### src/rtl/filter_cfg_pkg.sv
// filter_cfg_pkg
//   Shared definitions for the filter configuration controller:
//   - cfg_state_e     : controller FSM state (IDLE / ARMED)
//   - identity_kernel : flat identity kernel (centre coefficient = 1),
//                       returned at a fixed maximum width; callers keep
//                       the low FILTER_DIM*FILTER_DIM*COE_WIDTH bits.
package filter_cfg_pkg;

  typedef enum logic {
    ST_IDLE  = 1'b0,
    ST_ARMED = 1'b1
  } cfg_state_e;

  // Largest kernel the helper can describe: 7x7 taps of up to 16 bits.
  localparam int MAX_DIM       = 7;
  localparam int MAX_COE_WIDTH = 16;
  localparam int MAX_FLAT      = MAX_DIM * MAX_DIM * MAX_COE_WIDTH;

  // Coefficient index (dim*dim-1)/2 is the kernel centre; its value is 1,
  // so only the LSB of that slot is set.
  function automatic logic [MAX_FLAT-1:0] identity_kernel(input int dim, input int coe_width);
    logic [MAX_FLAT-1:0] k;
    k = {{(MAX_FLAT-1){1'b0}}, 1'b1} << (((dim * dim - 1) / 2) * coe_width);
    return k;
  endfunction

endpackage

### src/rtl/coef_bank.sv
// coef_bank
//   DEPTH x COE_WIDTH coefficient register file.
//   Ports:
//     clk, reset            : clock, async active-high reset (to RESET_VAL)
//     wr_en/wr_addr/wr_data : single write port; addresses >= DEPTH are dropped
//     load_en/load_data     : whole-bank load from a flat vector (wins over write)
//     rd_data               : flat parallel read, entry 0 in the LSBs
module coef_bank #(
  parameter int DEPTH      = 9,
  parameter int COE_WIDTH  = 8,
  parameter int ADDR_WIDTH = 4,
  parameter logic [DEPTH*COE_WIDTH-1:0] RESET_VAL = '0
) (
  input  logic                         clk,
  input  logic                         reset,
  input  logic                         wr_en,
  input  logic [ADDR_WIDTH-1:0]        wr_addr,
  input  logic [COE_WIDTH-1:0]         wr_data,
  input  logic                         load_en,
  input  logic [DEPTH*COE_WIDTH-1:0]   load_data,
  output logic [DEPTH*COE_WIDTH-1:0]   rd_data
);

  logic [DEPTH*COE_WIDTH-1:0] mem_q, mem_d;

  always_comb begin
    mem_d = mem_q;
    if (load_en) begin
      mem_d = load_data;
    end else if (wr_en) begin
      // Out-of-range addresses match no entry and are silently dropped.
      for (int i = 0; i < DEPTH; i++) begin
        if (wr_addr == ADDR_WIDTH'(i)) begin
          mem_d[i*COE_WIDTH +: COE_WIDTH] = wr_data;
        end
      end
    end
  end

  always_ff @(posedge clk or posedge reset) begin
    if (reset) begin
      mem_q <= RESET_VAL;
    end else begin
      mem_q <= mem_d;
    end
  end

  assign rd_data = mem_q;

endmodule

### src/rtl/filter_cfg_ctrl.sv
// filter_cfg_ctrl
//   Runtime kernel configuration for stream_video_filter. Coefficient
//   writes land in a shadow bank; a commit arms a swap that copies the
//   shadow bank (and norm) into the active bank on the next SOF beat of
//   the filter's input stream, so a frame never sees mixed kernels.
//   Ports:
//     clk, reset                      : clock, async active-high reset
//     cfg_wr_valid/ready/addr/data    : coefficient write channel
//     cfg_norm, cfg_commit, cfg_abort : arm (capturing norm) / cancel a swap
//     vid_tvalid/tready/tuser         : monitored taps of the filter input
//     coef_active, norm_active        : active kernel (flat) and shift
//     cfg_pending                     : high while a swap is armed
//     swap_pulse                      : one cycle after each swap edge
//     err_addr                        : sticky out-of-range write flag
//     frame_cnt                       : count of SOF beats (wraps)
//
//   Write handshake: a write transfers on any rising edge where
//   cfg_wr_valid && cfg_wr_ready. cfg_wr_ready depends only on the FSM
//   state (high in IDLE), never on cfg_wr_valid; the master holds
//   addr/data stable while valid is high and not yet accepted.
module filter_cfg_ctrl
  import filter_cfg_pkg::*;
#(
  parameter int FILTER_DIM = 3,
  parameter int COE_WIDTH  = 8,
  parameter int NORM_WIDTH = 5,
  parameter int ADDR_WIDTH = $clog2(FILTER_DIM*FILTER_DIM)
) (
  input  logic                                      clk,
  input  logic                                      reset,
  input  logic                                      cfg_wr_valid,
  output logic                                      cfg_wr_ready,
  input  logic [ADDR_WIDTH-1:0]                     cfg_wr_addr,
  input  logic [COE_WIDTH-1:0]                      cfg_wr_data,
  input  logic [NORM_WIDTH-1:0]                     cfg_norm,
  input  logic                                      cfg_commit,
  input  logic                                      cfg_abort,
  input  logic                                      vid_tvalid,
  input  logic                                      vid_tready,
  input  logic                                      vid_tuser,
  output logic [FILTER_DIM*FILTER_DIM*COE_WIDTH-1:0] coef_active,
  output logic [NORM_WIDTH-1:0]                     norm_active,
  output logic                                      cfg_pending,
  output logic                                      swap_pulse,
  output logic                                      err_addr,
  output logic [15:0]                               frame_cnt
);

  localparam int DEPTH  = FILTER_DIM * FILTER_DIM;
  localparam int FLAT_W = DEPTH * COE_WIDTH;
  localparam logic [ADDR_WIDTH-1:0] LAST_ADDR = ADDR_WIDTH'(DEPTH - 1);
  localparam logic [MAX_FLAT-1:0]   ID_FULL   = identity_kernel(FILTER_DIM, COE_WIDTH);
  localparam logic [FLAT_W-1:0]     ID_FLAT   = ID_FULL[FLAT_W-1:0];

  cfg_state_e            state_q, state_d;
  logic [NORM_WIDTH-1:0] shadow_norm_q, shadow_norm_d;
  logic [NORM_WIDTH-1:0] norm_active_q, norm_active_d;
  logic                  swap_pulse_q, swap_pulse_d;
  logic                  err_addr_q, err_addr_d;
  logic [15:0]           frame_cnt_q, frame_cnt_d;

  logic              sof;
  logic              wr_fire;
  logic              swap;
  logic [FLAT_W-1:0] shadow_flat;
  logic [FLAT_W-1:0] shadow_merged;

  always_comb begin
    sof     = vid_tvalid & vid_tready & vid_tuser;
    wr_fire = cfg_wr_valid && (state_q == ST_IDLE);

    state_d       = state_q;
    swap          = 1'b0;
    shadow_norm_d = shadow_norm_q;
    err_addr_d    = err_addr_q;

    case (state_q)
      ST_IDLE: begin
        if (cfg_commit) begin
          shadow_norm_d = cfg_norm;
          err_addr_d    = 1'b0;
          // Commit coinciding with SOF swaps immediately; never arms.
          if (sof) swap = 1'b1;
          else     state_d = ST_ARMED;
        end
      end
      ST_ARMED: begin
        // Abort has priority over a simultaneous SOF.
        if (cfg_abort) begin
          state_d = ST_IDLE;
        end else if (sof) begin
          swap    = 1'b1;
          state_d = ST_IDLE;
        end
      end
      default: state_d = ST_IDLE;
    endcase

    // A bad write in the commit cycle still flags, so set wins over clear.
    if (wr_fire && (cfg_wr_addr > LAST_ADDR)) err_addr_d = 1'b1;

    // Shadow contents as of the end of this cycle, so a write accepted in
    // a commit+SOF cycle is part of the set copied into the active bank.
    shadow_merged = shadow_flat;
    for (int i = 0; i < DEPTH; i++) begin
      if (wr_fire && (cfg_wr_addr == ADDR_WIDTH'(i))) begin
        shadow_merged[i*COE_WIDTH +: COE_WIDTH] = cfg_wr_data;
      end
    end

    norm_active_d = swap ? shadow_norm_d : norm_active_q;
    swap_pulse_d  = swap;
    frame_cnt_d   = frame_cnt_q + {15'd0, sof};
  end

  always_ff @(posedge clk or posedge reset) begin
    if (reset) begin
      state_q       <= ST_IDLE;
      shadow_norm_q <= '0;
      norm_active_q <= '0;
      swap_pulse_q  <= 1'b0;
      err_addr_q    <= 1'b0;
      frame_cnt_q   <= '0;
    end else begin
      state_q       <= state_d;
      shadow_norm_q <= shadow_norm_d;
      norm_active_q <= norm_active_d;
      swap_pulse_q  <= swap_pulse_d;
      err_addr_q    <= err_addr_d;
      frame_cnt_q   <= frame_cnt_d;
    end
  end

  coef_bank #(
    .DEPTH      (DEPTH),
    .COE_WIDTH  (COE_WIDTH),
    .ADDR_WIDTH (ADDR_WIDTH),
    .RESET_VAL  (ID_FLAT)
  ) u_shadow (
    .clk       (clk),
    .reset     (reset),
    .wr_en     (wr_fire),
    .wr_addr   (cfg_wr_addr),
    .wr_data   (cfg_wr_data),
    .load_en   (1'b0),
    .load_data ({FLAT_W{1'b0}}),
    .rd_data   (shadow_flat)
  );

  coef_bank #(
    .DEPTH      (DEPTH),
    .COE_WIDTH  (COE_WIDTH),
    .ADDR_WIDTH (ADDR_WIDTH),
    .RESET_VAL  (ID_FLAT)
  ) u_active (
    .clk       (clk),
    .reset     (reset),
    .wr_en     (1'b0),
    .wr_addr   ({ADDR_WIDTH{1'b0}}),
    .wr_data   ({COE_WIDTH{1'b0}}),
    .load_en   (swap),
    .load_data (shadow_merged),
    .rd_data   (coef_active)
  );

  assign cfg_wr_ready = (state_q == ST_IDLE);
  assign cfg_pending  = (state_q == ST_ARMED);
  assign norm_active  = norm_active_q;
  assign swap_pulse   = swap_pulse_q;
  assign err_addr     = err_addr_q;
  assign frame_cnt    = frame_cnt_q;

endmodule

### config.mk
export PLATFORM = sky130hd
export DESIGN_NAME = filter_cfg_ctrl
export DESIGN_NICKNAME = d
export VERILOG_FILES = /design/src/rtl/filter_cfg_pkg.sv /design/src/rtl/coef_bank.sv /design/src/rtl/filter_cfg_ctrl.sv
export SDC_FILE = /design/constraint.sdc
export NUM_CORES = 1
export LEC_CHECK = 0
export ABC_CLOCK_PERIOD_IN_PS = 11000
export CAP_MARGIN = 20
export CORE_MARGIN = 3
export CORE_UTILIZATION = 42
export CTS_CLUSTER_DIAMETER = 150
export DETAILED_ROUTE_END_ITERATION = 12
export PLACE_DENSITY = 0.66
export REMOVE_ABC_BUFFERS = 1
export SLEW_MARGIN = 20
export SYNTH_ARGS = -nofsm -noshare
export SYNTH_HDL_FRONTEND = slang
export SYNTH_SLANG_ARGS = --single-unit
### constraint.sdc
create_clock -name clk -period 11 [get_ports clk]
set_input_delay 1.1 -clock clk [delete_from_list [all_inputs] [get_ports clk]]
set_output_delay 1.1 -clock clk [all_outputs]
set_load 0.01 [all_outputs]
==> impl_results.md <==
* Final Cell Area at 8720 um^2
* GRT Util Overall at 18.2%
* Setup bufs post-CTS at 0
* Latest clock arrival within the worst-skew pair at 0.42 ns
* Tightest Pin Transition at around 0.92 ns
* Filler cells at 1308
* Hold_buf cts at 0
* Max_slew headroom at 38.6%
* Reg2Reg Setup Slack at 7.74 ns
* Sink Count at 173
* Syn_area_per_cell at 11.3 um^2
* Synth Area in Adders at 0.184%
* Max-slew violation count at 0
* Port bufs at 121
* Top achievable clock speed at approximately 0.26 GHz
* Gr ovfl total at 0
* CTS max path bufs at 2
* Leak pwr at 3.91 nW
* Core box area at 15500 um^2
* Sequential share of the synthesized area at 63.9%
* Drt drc at 0
* VDD IR max at 0.117 mV
* Die Y at 133 um
* Post-CTS Resized at 0
* Placed wire-length estimate at 10500 um
* Die area at between 15000 and 20000 um^2
* Cell mode on critical path: buf_4
* Largest family of logic cells by synthesized area: simple AND/OR/NAND/NOR gates
* H-tree levels at 4
* Layout Skew at 0.00820 ns
* Crit. End Element: flop
* Number of flops mapped to enable cells by yosys at 0
* Clock Pin Slew Worst Setup and Hold Paths at ~0.06 ns
* Yosys reg bits at around 170
* # nets final at 739
* Pwr dens at 229 nW/um^2
* CP max stage cell: a211oi_4
* Ys flop type: dfrtp_1
* Critical path's top delay family: buffers and inverters
* Final Cycle Share at between 30% and 40%
* XOR/XNOR Fraction of Synth Area at 1.94%
* Arrival @ worst endpoint at 4.17 ns
* DIE WIDTH at 133 um
* Initial antenna violation count at 0
* Dpl cell area at 8150 um^2
* Detail Route Antenna Nets at 0
* Final core occ at 56.3%
* Initial Util at 43.8%
* Post-synthesis compound-gate area fraction at 9.90%
* WS Path Type: in2reg
* Tot Pwr at 0.00200 W
* Pin count of the biggest net entering global routing at 100
* Post-synth cell types at 40
* CTS buffer count at 17
* CP peak stage delay at just under 0.8 ns
* Layout area overhead at 28.6%
* CP Max Fanout at 65
* Vias in the first global route at 4845
* Post-synthesis mux area share at under 10%
* Dpl ws at 6.67 ns
* Post-synthesis simple-gate area fraction at between 10% and 20%
* Ports at 122
* Vias post-DR at 4826
* Count of final setup violators at 0
* Setup TNS at 0 ns
* Routed vias/inst at about 5.2
* Starting DRT DRC Count at 279
* RD Place Congestion at 0.756
* Layout cell share with drive strength beyond 1 at 11.8%
* Syn Inst Count at 598
* Pre-Repair DR Iteration Count at 5
* RSZ-0062 raised after global routing: false
* Wirelength per Cell at 16.7 um
* Maxcap violations at 0
* Async SR Flop Fraction at 100%
* Warnings from Yosys at 0
* Worst-path cell chain: clkdlybuf4s50_1 -> nand3_1 -> a211oi_4 -> buf_4 -> buf_4 -> mux2_2
* TritonCTS clock tree: done
* Syn Std Cell Area at 6780 um^2
* Post-Route WL at about 16000 um
* Final hold viol count at 0
* Crit path launch type: input pin
* CTS Root Cell: clkbuf_16
* Status: finished clean
* Post-route setup slack at 7.14 ns
* First-pass GRT wire length at 25500 um
* Antenna diodes at 0
* Buf/Inv on CP at 3
* Final Critical Period at 3.86 ns
* Req. time, crit path at about 11 ns
* Hold crit path type: reg2reg
* Row count at 45
[cells in the final DEF, fill, tap and decap left out, types with 2 or more instances in the layout]
cell | synthesis | routed
xor2_1 | 3 | 3
nor2b_1 | 2 | 2
inv_1 | 13 | 12
a31oi_1 | 29 | 29
o21a_1 | 19 | 19
clkbuf_1 | 8 | 3
mux2_2 | 38 | 38
clkinvlp_4 | 0 | 4
clkinv_2 | 0 | 4
nand2_2 | 2 | 2
nor2_1 | 59 | 59
clkbuf_16 | 0 | 17
bufinv_16 | 0 | 2
nand3_1 | 28 | 28
buf_4 | 1 | 5
o21ai_0 | 19 | 19
nor3_1 | 2 | 2
dfstp_2 | 2 | 2
a21oi_1 | 26 | 26
clkdlybuf4s50_1 | 0 | 121
dfrtp_1 | 171 | 171
mux2_4 | 2 | 2
xnor2_1 | 12 | 12
and4bb_2 | 2 | 2
nand4_1 | 6 | 6
a2bb2oi_1 | 7 | 7
o2bb2ai_1 | 4 | 4
nand2_1 | 108 | 108
[registers in the layout, indices dropped and copies added (netlist names)]
signal / count
cfg_pending: 1
frame_cnt: 16
norm_active: 5
err_addr: 1
u_active.rd_data: 72
swap_pulse: 1
u_shadow.rd_data: 72
shadow_norm_q: 5
[logic make-up after synthesis]
| group | count (synthesis) |
|---|---|
| buffers and inverters | 43 |
| multiplexers | 40 |
| flip-flops | 173 |
| AO/OA/AOI/OAI | 107 |
| adder cells (fa/ha/maj) | 1 |
| XOR/XNOR | 15 |
| AND/OR/NAND/NOR | 219 |
[metrics by stage]
step / hold WS (ns) / instances
after detailed placement: 0.453 / 905
after global routing: 0.490 / 937
after CTS: 0.467 / 937
after global placement: 0.443 / 905
after floorplan: 0.433 / 568
final: 0.463 / 937
[cell usage after synthesis, drive strengths merged (3+ instances only)]
cell     instances  area share [%]
nand2          111             6.3
nor3             3            0.39
buf             21             1.8
mux2            40             6.8
o21ai           19             1.4
o21a            19             2.1
a2bb2oi          7            0.90
inv             13            0.72
nor2            59             3.3
a31oi           29             2.7
dfrtp          171              63
o2bb2ai          4            0.52
xor2             3            0.39
xnor2           12             1.5
nand4            6            0.55
a21oi           26             1.9
nand3           28             2.1
clkbuf           9            0.52
[per-layer routing]
layer / share of wire, % / up-vias / routed length (um) / global-route usage, %
met4: 1.3 / 0 / 199 / 5.31
met3: 8.4 / 19 / 1320 / 6.99
met2: 45 / 156 / 7010 / 27.5
li1: - / 2275 / - / -
met5: 0 / - / 0 / 0
met1: 45 / 2376 / 7110 / 24.7
[worst paths after layout]
kind / from / end / cells past startpoint
setup / recovery: vid_tready / u_active.rd_data[19] / 6
hold / removal: u_shadow.rd_data[3] / u_shadow.rd_data[3] / 2
setup reg to reg: cfg_pending / u_active.rd_data[19] / 5
hold reg to reg: u_shadow.rd_data[3] / u_shadow.rd_data[3] / 2
max in group asynchronous: reset / u_shadow.rd_data[19] / 3
min in group asynchronous: reset / norm_active[1] / 2
[final cells by class]
cell class                 count  area [um^2]  share of cell area (%)
sequential                   173         4330                    49.7
multi-input combinational    382         2260                    25.9
timing repair buffer         126         1250                    14.3
clock buffer                  21          450                    5.16
tap                          211          264                    3.03
clock inverter                11          119                    1.36
inverter                      13         53.8                   0.617
[worst min-delay path: cells and delay by family, from the launching register on]
kind / cells / cell delay [ns]
flops: 1 / 0.32
simple gates: 2 / 0.11
[power breakdown]
part	internal (W)	total (W)	switching [W]
Combinational	0.000287	0.000513	0.000226
Clock	0.000339	0.000579	0.000241
Sequential	0.000811	0.000904	0.0000927
Total	0.00144	0.00200	0.000559
Note: power is estimated with default switching activity, not from simulation.
